[src/rtl/seg7_scan_driver_n.sv]
// seg7_scan_driver_n: N-digit multiplexed 7-segment driver with frame latch, blanking, PWM dimming and polarity select
module seg7_scan_driver_n #(
  parameter int DIGITS      = 4,
  parameter int REFRESH_DIV = 50000,
  parameter int BRIGHT_W    = 4,
  parameter int ACTIVE_LOW  = 0
) (
  input  logic                  clk,
  input  logic                  rst_n,
  input  logic [4*DIGITS-1:0]   bcd,
  input  logic [DIGITS-1:0]     dp_in,
  input  logic                  blank_lz,
  input  logic [BRIGHT_W-1:0]   brightness,
  output logic [6:0]            seg,
  output logic                  dp,
  output logic [DIGITS-1:0]     digit_sel,
  output logic                  frame_tick
);
  localparam int   PW  = $clog2(REFRESH_DIV);
  localparam int   SW  = DIGITS > 1 ? $clog2(DIGITS) : 1;
  localparam logic INV = ACTIVE_LOW != 0;
  logic [PW-1:0]       presc;
  logic [SW-1:0]       slot;
  logic [BRIGHT_W-1:0] pwm_cnt;
  logic [4*DIGITS-1:0] bcd_sh;
  logic [DIGITS-1:0]   dp_sh;
  logic                blank_sh;
  logic [BRIGHT_W-1:0] bright_sh;
  logic                wrap, frame_end, on;
  logic                zero_run, dp_cur, blank_cur;
  logic [3:0]          cur;
  logic [6:0]          pat, seg_n;
  logic [DIGITS-1:0]   sel_n;
  logic                dp_n;
  assign wrap      = presc == PW'(REFRESH_DIV - 1);
  assign frame_end = wrap && slot == SW'(DIGITS - 1);
  assign on        = (&bright_sh) || pwm_cnt < bright_sh;
  // select the current slot's shadow digit and decide blanking from the top digit down
  always_comb begin
    zero_run  = 1'b1;
    cur       = 4'd0;
    dp_cur    = 1'b0;
    blank_cur = 1'b0;
    for (int k = DIGITS - 1; k >= 0; k--) begin
      zero_run = zero_run && bcd_sh[4*k +: 4] == 4'd0;
      if (slot == SW'(k)) begin
        cur       = bcd_sh[4*k +: 4];
        dp_cur    = dp_sh[k];
        blank_cur = blank_sh && zero_run && k != 0;
      end
    end
  end
  // BCD to {g..a}; non-decimal codes show a dash
  always_comb begin
    case (cur)
      4'd0:    pat = 7'b0111111;
      4'd1:    pat = 7'b0000110;
      4'd2:    pat = 7'b1011011;
      4'd3:    pat = 7'b1001111;
      4'd4:    pat = 7'b1100110;
      4'd5:    pat = 7'b1101101;
      4'd6:    pat = 7'b1111101;
      4'd7:    pat = 7'b0000111;
      4'd8:    pat = 7'b1111111;
      4'd9:    pat = 7'b1101111;
      default: pat = 7'b1000000;
    endcase
  end
  assign seg_n = on && !blank_cur ? pat : 7'd0;
  assign dp_n  = on && dp_cur;
  assign sel_n = on ? DIGITS'(1) << slot : '0;
  // prescaler, slot scan and free-running PWM counter
  always_ff @(posedge clk or negedge rst_n) begin
    if (!rst_n) begin
      presc   <= '0;
      slot    <= '0;
      pwm_cnt <= '0;
    end else begin
      presc   <= wrap ? '0 : presc + 1'b1;
      slot    <= wrap ? (slot == SW'(DIGITS - 1) ? '0 : slot + 1'b1) : slot;
      pwm_cnt <= pwm_cnt + 1'b1;
    end
  end
  // shadow registers reload only at frame boundaries so a frame never tears
  always_ff @(posedge clk or negedge rst_n) begin
    if (!rst_n) begin
      bcd_sh    <= '0;
      dp_sh     <= '0;
      blank_sh  <= 1'b0;
      bright_sh <= '0;
    end else if (frame_end) begin
      bcd_sh    <= bcd;
      dp_sh     <= dp_in;
      blank_sh  <= blank_lz;
      bright_sh <= brightness;
    end
  end
  // registered outputs, polarity applied after PWM gating
  always_ff @(posedge clk or negedge rst_n) begin
    if (!rst_n) begin
      seg        <= {7{INV}};
      dp         <= INV;
      digit_sel  <= {DIGITS{INV}};
      frame_tick <= 1'b0;
    end else begin
      seg        <= seg_n ^ {7{INV}};
      dp         <= dp_n ^ INV;
      digit_sel  <= sel_n ^ {DIGITS{INV}};
      frame_tick <= frame_end;
    end
  end
endmodule

[config.mk]
export PLATFORM = sky130hd
export DESIGN_NAME = seg7_scan_driver_n
export DESIGN_NICKNAME = d
export VERILOG_FILES = /design/src/rtl/seg7_scan_driver_n.sv
export SDC_FILE = /design/constraint.sdc
export NUM_CORES = 1
export LEC_CHECK = 0
export BUFFER_PORTS_ARGS = -buffer_cell sky130_fd_sc_hd__clkbuf_2
export CORE_MARGIN = 3
export CORE_UTILIZATION = 61
export DETAILED_ROUTE_END_ITERATION = 6
export PLACE_DENSITY_LB_ADDON = 0.08
export SETUP_SLACK_MARGIN = 0.05
export SLEW_MARGIN = 20
export SYNTH_ARGS = -nofsm -noshare
export SYNTH_HDL_FRONTEND = slang
export SYNTH_SLANG_ARGS = --single-unit
[constraint.sdc]
create_clock -name clk -period 7.3 [get_ports clk]
set_input_delay 0.73 -clock clk [delete_from_list [all_inputs] [get_ports clk]]
set_output_delay 0.73 -clock clk [all_outputs]
set_load 0.05 [all_outputs]
==> impl_metrics.csv, run 1 <==
group,metric,value,unit
status,status,"complete, no violations",
global_routing,antenna_found_initial,0,
timing,fin_crit,2.596,ns
placement,port_buffers,39,
clock_network,postCtsSetupRepairBufs,0,
setup_path,crit_chain,"or4_1, or4_4, nor4_4, buf_4, mux2_2",
synthesis,synthFlopType,"dfrtp_1",
routing,routed_via_density,5.522,
floorplan,fp.dieW,74.55,um
setup_path,crit_arrival,2.80,ns
routing,remaining_drc_errors,0,
synthesis,synth.area.mux_share,0.08250,
timing,setup_violations,0,
floorplan,start_util,0.6450,
clock_network,cts_buffers,9,
floorplan,io_pins,40,
synthesis,synth-compound-area-share,0.08555,
setup_path,cp.required,7.51,ns
synthesis,syn_inst,256,
pwr,leakagePower,1.659,nW
floorplan,rows,24,
floorplan,dieHeight,74.55,um
clock_network,clk_latency,0.33,ns
clock_network,cts_tree,"done",
synthesis,syn_area,0.002866,sq mm
timing,finalClockSkew,0.007926,ns
synthesis,synthArstFlopShare,1.000,
cells_and_area,area_delta_synth_final,15.93,%
global_routing,grt_overflow_total,0,
setup_path,crit_path_top_delay_cell,"or4_1",
synthesis,yosysWarnings,0,
setup_path,end_kind,"flip-flop",
synthesis,synth_edf_count,0,
setup_path,critPathMaxFanout,30,
global_routing,track_usage,0.2127,
synthesis,synth_nets,297,
routing,dr.first_iter.drc_count,75,
setup_path,worst-path-buf-inv,1,
setup_path,cp_slowest_stage_delay,0.55,ns
pwr,finalPower,0.6938,mW
timing,whs,0.4747,ns
timing,period_share,0.3556,
clock_network,clk_pin_slew,0.06,ns
routing,firstDrtPassIters,5,
global_routing,grt_pass1_wl,8804,um
clock_network,cts-resized-gates,0,
timing,slew_headroom,0.3340,
placement,dp_hpwl,3606,um
synthesis,synth-simple-area-share,0.1632,
global_routing,grt_max_degree,61,
timing,finalMaxSlewViolations,0,
synthesis,syn_area_per_cell,11.20,sq um
cells_and_area,layout-drive-gt1-share,0.2664,
timing,rsz0062_at_grt,"false",
timing,fmax,385.2,MHz
synthesis,seq_area_frac_synth,0.5238,
routing,ant_nets,0,
routing,avgRoutedWirePerCell,14.53,um
floorplan,coreArea,0.004444,sq mm
synthesis,yosys.cell_types.count,46,
setup_path,critPathKind,"reg2reg",
routing,routed_wl,5173,um
clock_network,cts_num_sinks,60,
clock_network,cts_buffer_depth,2,
pwr,p_per_area,208.8,mW/mm^2
routing,num_vias,1966,
synthesis,synth_seq_cells,60,
clock_network,root_buffer,"clkbuf_8",
synthesis,synth-xor-area-share,0.04583,
timing,hold_violations,0,
worst_hold_path,holdCritPathClass,"reg2reg",
synthesis,synthAdderAreaFrac,0.06111,
cells_and_area,nets,340,
clock_network,cts_max_level,3,
setup_path,startpoint_type,"flip-flop",
global_routing,grt_pass1_vias,1870,
synthesis,synth_top_family_by_area,"simple AND/OR/NAND/NOR gates",
clock_network,hold_buffers,0,
cells_and_area,fin_util,0.7477,
timing,worst_slew_pin_slew,0.9899,ns
pwr,peakVddDrop,0.1310,mV
timing,tns,0,ns
floorplan,die_area,0.005558,sq mm
setup_path,cp_top_family,"simple AND/OR/NAND/NOR gates",
placement,place.gp.congestion,0.8012,
cells_and_area,diodes,0,
run,cap_viol_max_count,0,
## logic make-up (layout without fill, tap and decap cells)
group	Yosys count	count (layout)
AND/OR/NAND/NOR	88	88
XOR/XNOR	15	15
buffers and inverters	22	70
flip-flops	60	60
AO/OA/AOI/OAI	36	36
multiplexers	21	21
adder cells (fa/ha/maj)	14	14
## worst paths after layout
kind,from,endpoint,slack [ns],cells past startpoint
max,presc[7],bcd_sh[8],4.70,5
min,pwm_cnt[0],pwm_cnt[0],0.47,1
max reg2reg,presc[7],bcd_sh[8],4.70,5
max in group asynchronous,rst_n,slot[0],6.26,2
min reg2reg,pwm_cnt[0],pwm_cnt[0],0.47,1
min in group asynchronous,rst_n,dp_sh[3],0.56,2
## metrics by stage
| step | cells | instance area, sq um | worst slack, ns |
|---|---|---|---|
| floorplan | 256 | 2867 | 4.898 |
| global placement | 340 | 3085 | 4.732 |
| detailed placement | 340 | 3085 | 4.710 |
| CTS | 356 | 3317 | 4.660 |
| global route | 356 | 3323 | 4.576 |
| finish | 356 | 3323 | 4.704 |
## synthesized netlist by cell type, types with 2 or more instances
cell type   n  share of area
dfrtp_1    60           0.52
nand2_1    23          0.030
mux2_2     20          0.079
nor2_1     20          0.026
ha_1       14          0.061
inv_1      12          0.016
nand3_1    10          0.017
o21ai_0     8          0.014
xnor2_1     8          0.024
xor2_1      7          0.021
a21oi_1     6          0.010
clkbuf_1    6         0.0079
nand2b_1    5          0.011
nor4_1      5          0.011
a211o_1     4          0.012
a211oi_1    4          0.010
nor2b_1     4         0.0087
and2_1      3         0.0065
buf_6       3          0.012
nand3b_1    3         0.0079
nand4_1     3         0.0065
a21o_1      2         0.0052
and4_1      2         0.0061
nor3b_1     2         0.0052
## metal layers
layer  up-vias  global-route usage  routed length [um]
met5         -                   0                   0
met4         0              0.1008                  97
met3         8             0.04595                 219
met2        45              0.3034                2292
met1       935              0.3091                2563
li1        978                   -                   -
## where the power goes
group / switching (mW) / internal (mW)
clock network: 0.122 / 0.226
logic: 0.00802 / 0.00528
registers: 0 / 0.333
total: 0.130 / 0.564
## flip-flops by register name (all words and copies together) (netlist names)
| register | flops |
|---|---|
| presc | 16 |
| pwm_cnt | 4 |
| seg | 7 |
| frame_tick | 1 |
| blank_sh | 1 |
| slot | 2 |
| digit_sel | 4 |
| bcd_sh | 16 |
| dp | 1 |
| bright_sh | 4 |
| dp_sh | 4 |
## final cells by class
type / count / area, sq um
Multi-Input combinational cell: 174 / 1262
Fill cell: 315 / 1121
Clock inverter: 5 / 100.1
Tap cell: 52 / 65.06
Clock buffer: 11 / 131.4
Inverter: 12 / 45.04
Timing Repair Buffer: 42 / 217.7
Sequential cell: 60 / 1501
## placed cells by master (no fill, tap or decap), types with 2 or more instances in the layout
cell and count:
dfrtp_1 60, clkbuf_2 39, nand2_1 23, nor2_1 20
mux2_2 20, ha_1 14, inv_1 12, nand3_1 10
clkbuf_8 9, o21ai_0 8, xnor2_1 8, xor2_1 7
a21oi_1 6, nor4_1 5, nand2b_1 5, nor2b_1 4
a211o_1 4, a211oi_1 4, nand4_1 3, nand3b_1 3
and2_1 3, bufinv_16 3, buf_4 3, and4_1 2
a21o_1 2, nor3b_1 2, clkinv_2 2, clkbuf_1 2
No activity file was read; power rests on OpenSTA's default activity.
==> inputs of run 2 (changes only) <==
--- a/config.mk
+++ b/config.mk
@@ -5,9 +5,10 @@
 export SDC_FILE = /design/constraint.sdc
 export NUM_CORES = 1
 export LEC_CHECK = 0
+export ABC_AREA = 1
 export BUFFER_PORTS_ARGS = -buffer_cell sky130_fd_sc_hd__clkbuf_2
 export CORE_MARGIN = 3
-export CORE_UTILIZATION = 61
+export CORE_UTILIZATION = 57
 export DETAILED_ROUTE_END_ITERATION = 6
 export PLACE_DENSITY_LB_ADDON = 0.08
 export SETUP_SLACK_MARGIN = 0.05
==> constraint.sdc (replaced) <==
create_clock -name clk -period 2.6 [get_ports clk]
set_input_delay 0.26 -clock clk [delete_from_list [all_inputs] [get_ports clk]]
set_output_delay 0.26 -clock clk [all_outputs]
set_load 0.05 [all_outputs]
==> impl_metrics.csv, run 2 <==
group,metric,value,unit
clock_network,hold_buffers,0,
run,cap_viol_max_count,0,
clock_network,cts_buffer_depth,2,
cells_and_area,diodes,0,
synthesis,syn_area,0.003018,sq mm
placement,placed_cells,471,
global_routing,busiest_layer,"met2",
global_routing,grt_pass1_vias,2386,
setup_path,r2r_setup_slack,0.29,ns
cells_and_area,final_common_cell,"nand2_1",
placement,port_buffers,39,
clock_network,cts_tree,"done",
routing,firstDrtPassIters,4,
setup_path,cp_slowest_stage_delay,0.48,ns
global_routing,globalRouteMet3Util,0.03741,
clock_network,root_buffer,"clkbuf_8",
cells_and_area,reg_top3,"bcd_sh x16, presc x16, seg x7",
routing,routed_wl,5933,um
setup_path,crit_arrival,2.57,ns
clock_network,postCtsSetupRepairBufs,0,
clock_network,clk_pin_slew,0.07,ns
synthesis,seq_area_frac_synth,0.4975,
setup_path,end_kind,"flip-flop",
pwr,seq_power_share,0.531,
routing,dr.first_iter.drc_count,95,
setup_path,cpMostUsedCell,"inv_1",
setup_path,crit_chain,"inv_1, ha_1, inv_1, nand3_1, nand2_1, a21boi_0, inv_1, ha_1, inv_1, nand2_1, nand2_1, nor2_1, nor2_1",
pwr,switching_share,0.2127,
global_routing,track_usage,0.2175,
synthesis,synth_nets,410,
timing,setup_violations,0,
synthesis,yosysWarnings,0,
synthesis,synth_commonest_cells,"nand2_1, dfrtp_1, inv_1",
placement,dp_hpwl,4336,um
pwr,leakagePower,1.923,nW
pwr,p_int,1.383,mW
cells_and_area,area_delta_synth_final,14.39,%
floorplan,start_util,0.6145,
synthesis,synthArstFlopShare,1.000,
synthesis,syn_inst,369,
global_routing,grt_max_degree,33,
floorplan,die_area,0.006204,sq mm
global_routing,grt_util_met1,0.3003,
synthesis,synth_edf_count,0,
clock_network,clk_latency,0.33,ns
synthesis,synth_seq_cells,60,
cells_and_area,fin_util,0.7029,
timing,finalMaxSlewViolations,0,
setup_path,startpoint_type,"flip-flop",
timing,rsz0062_at_grt,"false",
floorplan,coreArea,0.004911,sq mm
global_routing,grt_pass1_wl,10510,um
timing,period_share,0.8903,
synthesis,yosys-top-cells-area,"dfrtp_1, nand2_1, ha_1, inv_1, nor2_1",
timing,fmax,432.0,MHz
timing,slew_headroom,0.4701,
pwr,switchingPower,0.3736,mW
synthesis,synthFlopType,"dfrtp_1",
floorplan,fp.dieW,78.77,um
floorplan,io_pins,40,
pwr,p_per_area,508.8,mW/mm^2
cells_and_area,nets,456,
status,status,"complete, no violations",
setup_path,crit_path_top_delay_cell,"a21boi_0",
clock_network,cts_num_sinks,60,
placement,place.gp.congestion,0.8668,
floorplan,dieHeight,78.77,um
synthesis,yosys.area.top_type,"dfrtp_1",
global_routing,use_met2,0.3370,
worst_hold_path,holdCritPathClass,"in2async",
synthesis,syn_area_per_cell,8.179,sq um
routing,avgRoutedWirePerCell,12.18,um
setup_path,cp.required,2.86,ns
global_routing,antenna_found_initial,0,
synthesis,netlist.area_leader.share,0.4975,
global_routing,grt_overflow_total,0,
cells_and_area,layout-drive-gt1-share,0.1643,
timing,worst_slew_pin_slew,0.7949,ns
timing,hold_violations,0,
setup_path,critPathMaxFanout,7,
synthesis,yosysMostFrequentCell,"nand2_1",
floorplan,rows,25,
timing,tns,0,ns
timing,whs,0.005033,ns
timing,fin_crit,2.315,ns
cells_and_area,mostFrequentLayoutCells,"nand2_1, dfrtp_1, inv_1",
routing,num_vias,2407,
pwr,p_comb_frac,0.022,
routing,ant_nets,0,
cells_and_area,instances_no_fill,487,
routing,remaining_drc_errors,0,
clock_network,cts-resized-gates,0,
timing,finalClockSkew,0.008682,ns
routing,routed_via_density,4.943,
clock_network,cts_max_level,3,
clock_network,cts_buffers,9,
setup_path,critPathKind,"reg2reg",
synthesis,yosys.cell_types.count,33,
pwr,clockPowerShare,0.447,
pwr,peakVddDrop,0.3531,mV
setup_path,rr_worst_depth,13,
-- run 2: changes by cell type in the layout (fill, tap and decap cells not counted), moves of 5 or more --
| cell | before | now |
|---|---|---|
| nand2_1 | 23 | 137 |
| xnor2_1 | 8 | 1 |
| inv_1 | 12 | 44 |
| nor2_1 | 20 | 38 |
| mux2_2 | 20 | 0 |
| a21oi_1 | 6 | 12 |
| nand2b_1 | 5 | 0 |
-- run 2: layout make-up --
| cell class | count | area (sq um) |
|---|---|---|
| inverters | 46 | 172.7 |
| flip-flops and latches | 60 | 1501 |
| well taps | 67 | 83.83 |
| fillers | 405 | 1459 |
| multi-input cells | 257 | 1301 |
| clock buffers | 10 | 127.6 |
| repair buffers | 41 | 210.2 |
| clock inverters | 6 | 55.05 |
-- run 2: cells by family after synthesis --
group                    count (synthesis)  share of synthesized area
buffers and inverters                   52                    0.07131
AO/OA/AOI/OAI                           28                    0.05266
flip-flops                              60                     0.4975
XOR/XNOR                                 7                    0.02032
adder cells (fa/ha/maj)                 14                    0.05804
AND/OR/NAND/NOR                        208                     0.3002
-- run 2: power by group through the flow --
stage / registers, mW / clock network, mW / logic [mW]
finish: 0.934 / 0.785 / 0.0380
global route: 0.932 / 0.855 / 0.0441
CTS: 0.933 / 0.803 / 0.0397
detailed placement: 0.951 / 0 / 0.0395
global placement: 0.951 / 0 / 0.0390
floorplan: 0.951 / 0 / 0.000000676
-- run 2: worst paths after layout --
kind | from | to
worst max-delay path | slot[0] | seg[3]
worst min-delay path | rst_n | presc[10]
worst max register to register | slot[0] | seg[3]
worst min register to register | presc[0] | presc[0]
max in group asynchronous | rst_n | bcd_sh[0]
min in group clk | bcd[10] | bcd_sh[10]
-- run 2: worst max-delay path, delay by kind of cell (launching register included) --
kind                       cells  cell delay (ns)
adders and majority gates      2             0.52
AOI/OAI and AO/OA              1             0.48
buffers and inverters          4             0.44
DFF                            1             0.41
and+or+nand+nor                6             0.40
-- run 2: routing by layer --
layer | vias to the layer above | wire [um]
met4 | 0 | 71
met5 | - | 0
li1 | 1241 | -
met2 | 69 | 2698
met3 | 7 | 348
met1 | 1090 | 2814
-- run 2: metrics by stage --
stage          worst slack [ns]  power, mW  cell area (sq um)
2_1_floorplan            0.6096     0.9511               3018
6_report                 0.2851      1.756               3452
4_1_cts                  0.3063      1.776               3452
3_5_place_dp             0.3343     0.9903               3269
3_3_place_gp             0.4499     0.9899               3269
5_1_grt                 0.05670      1.831               3452
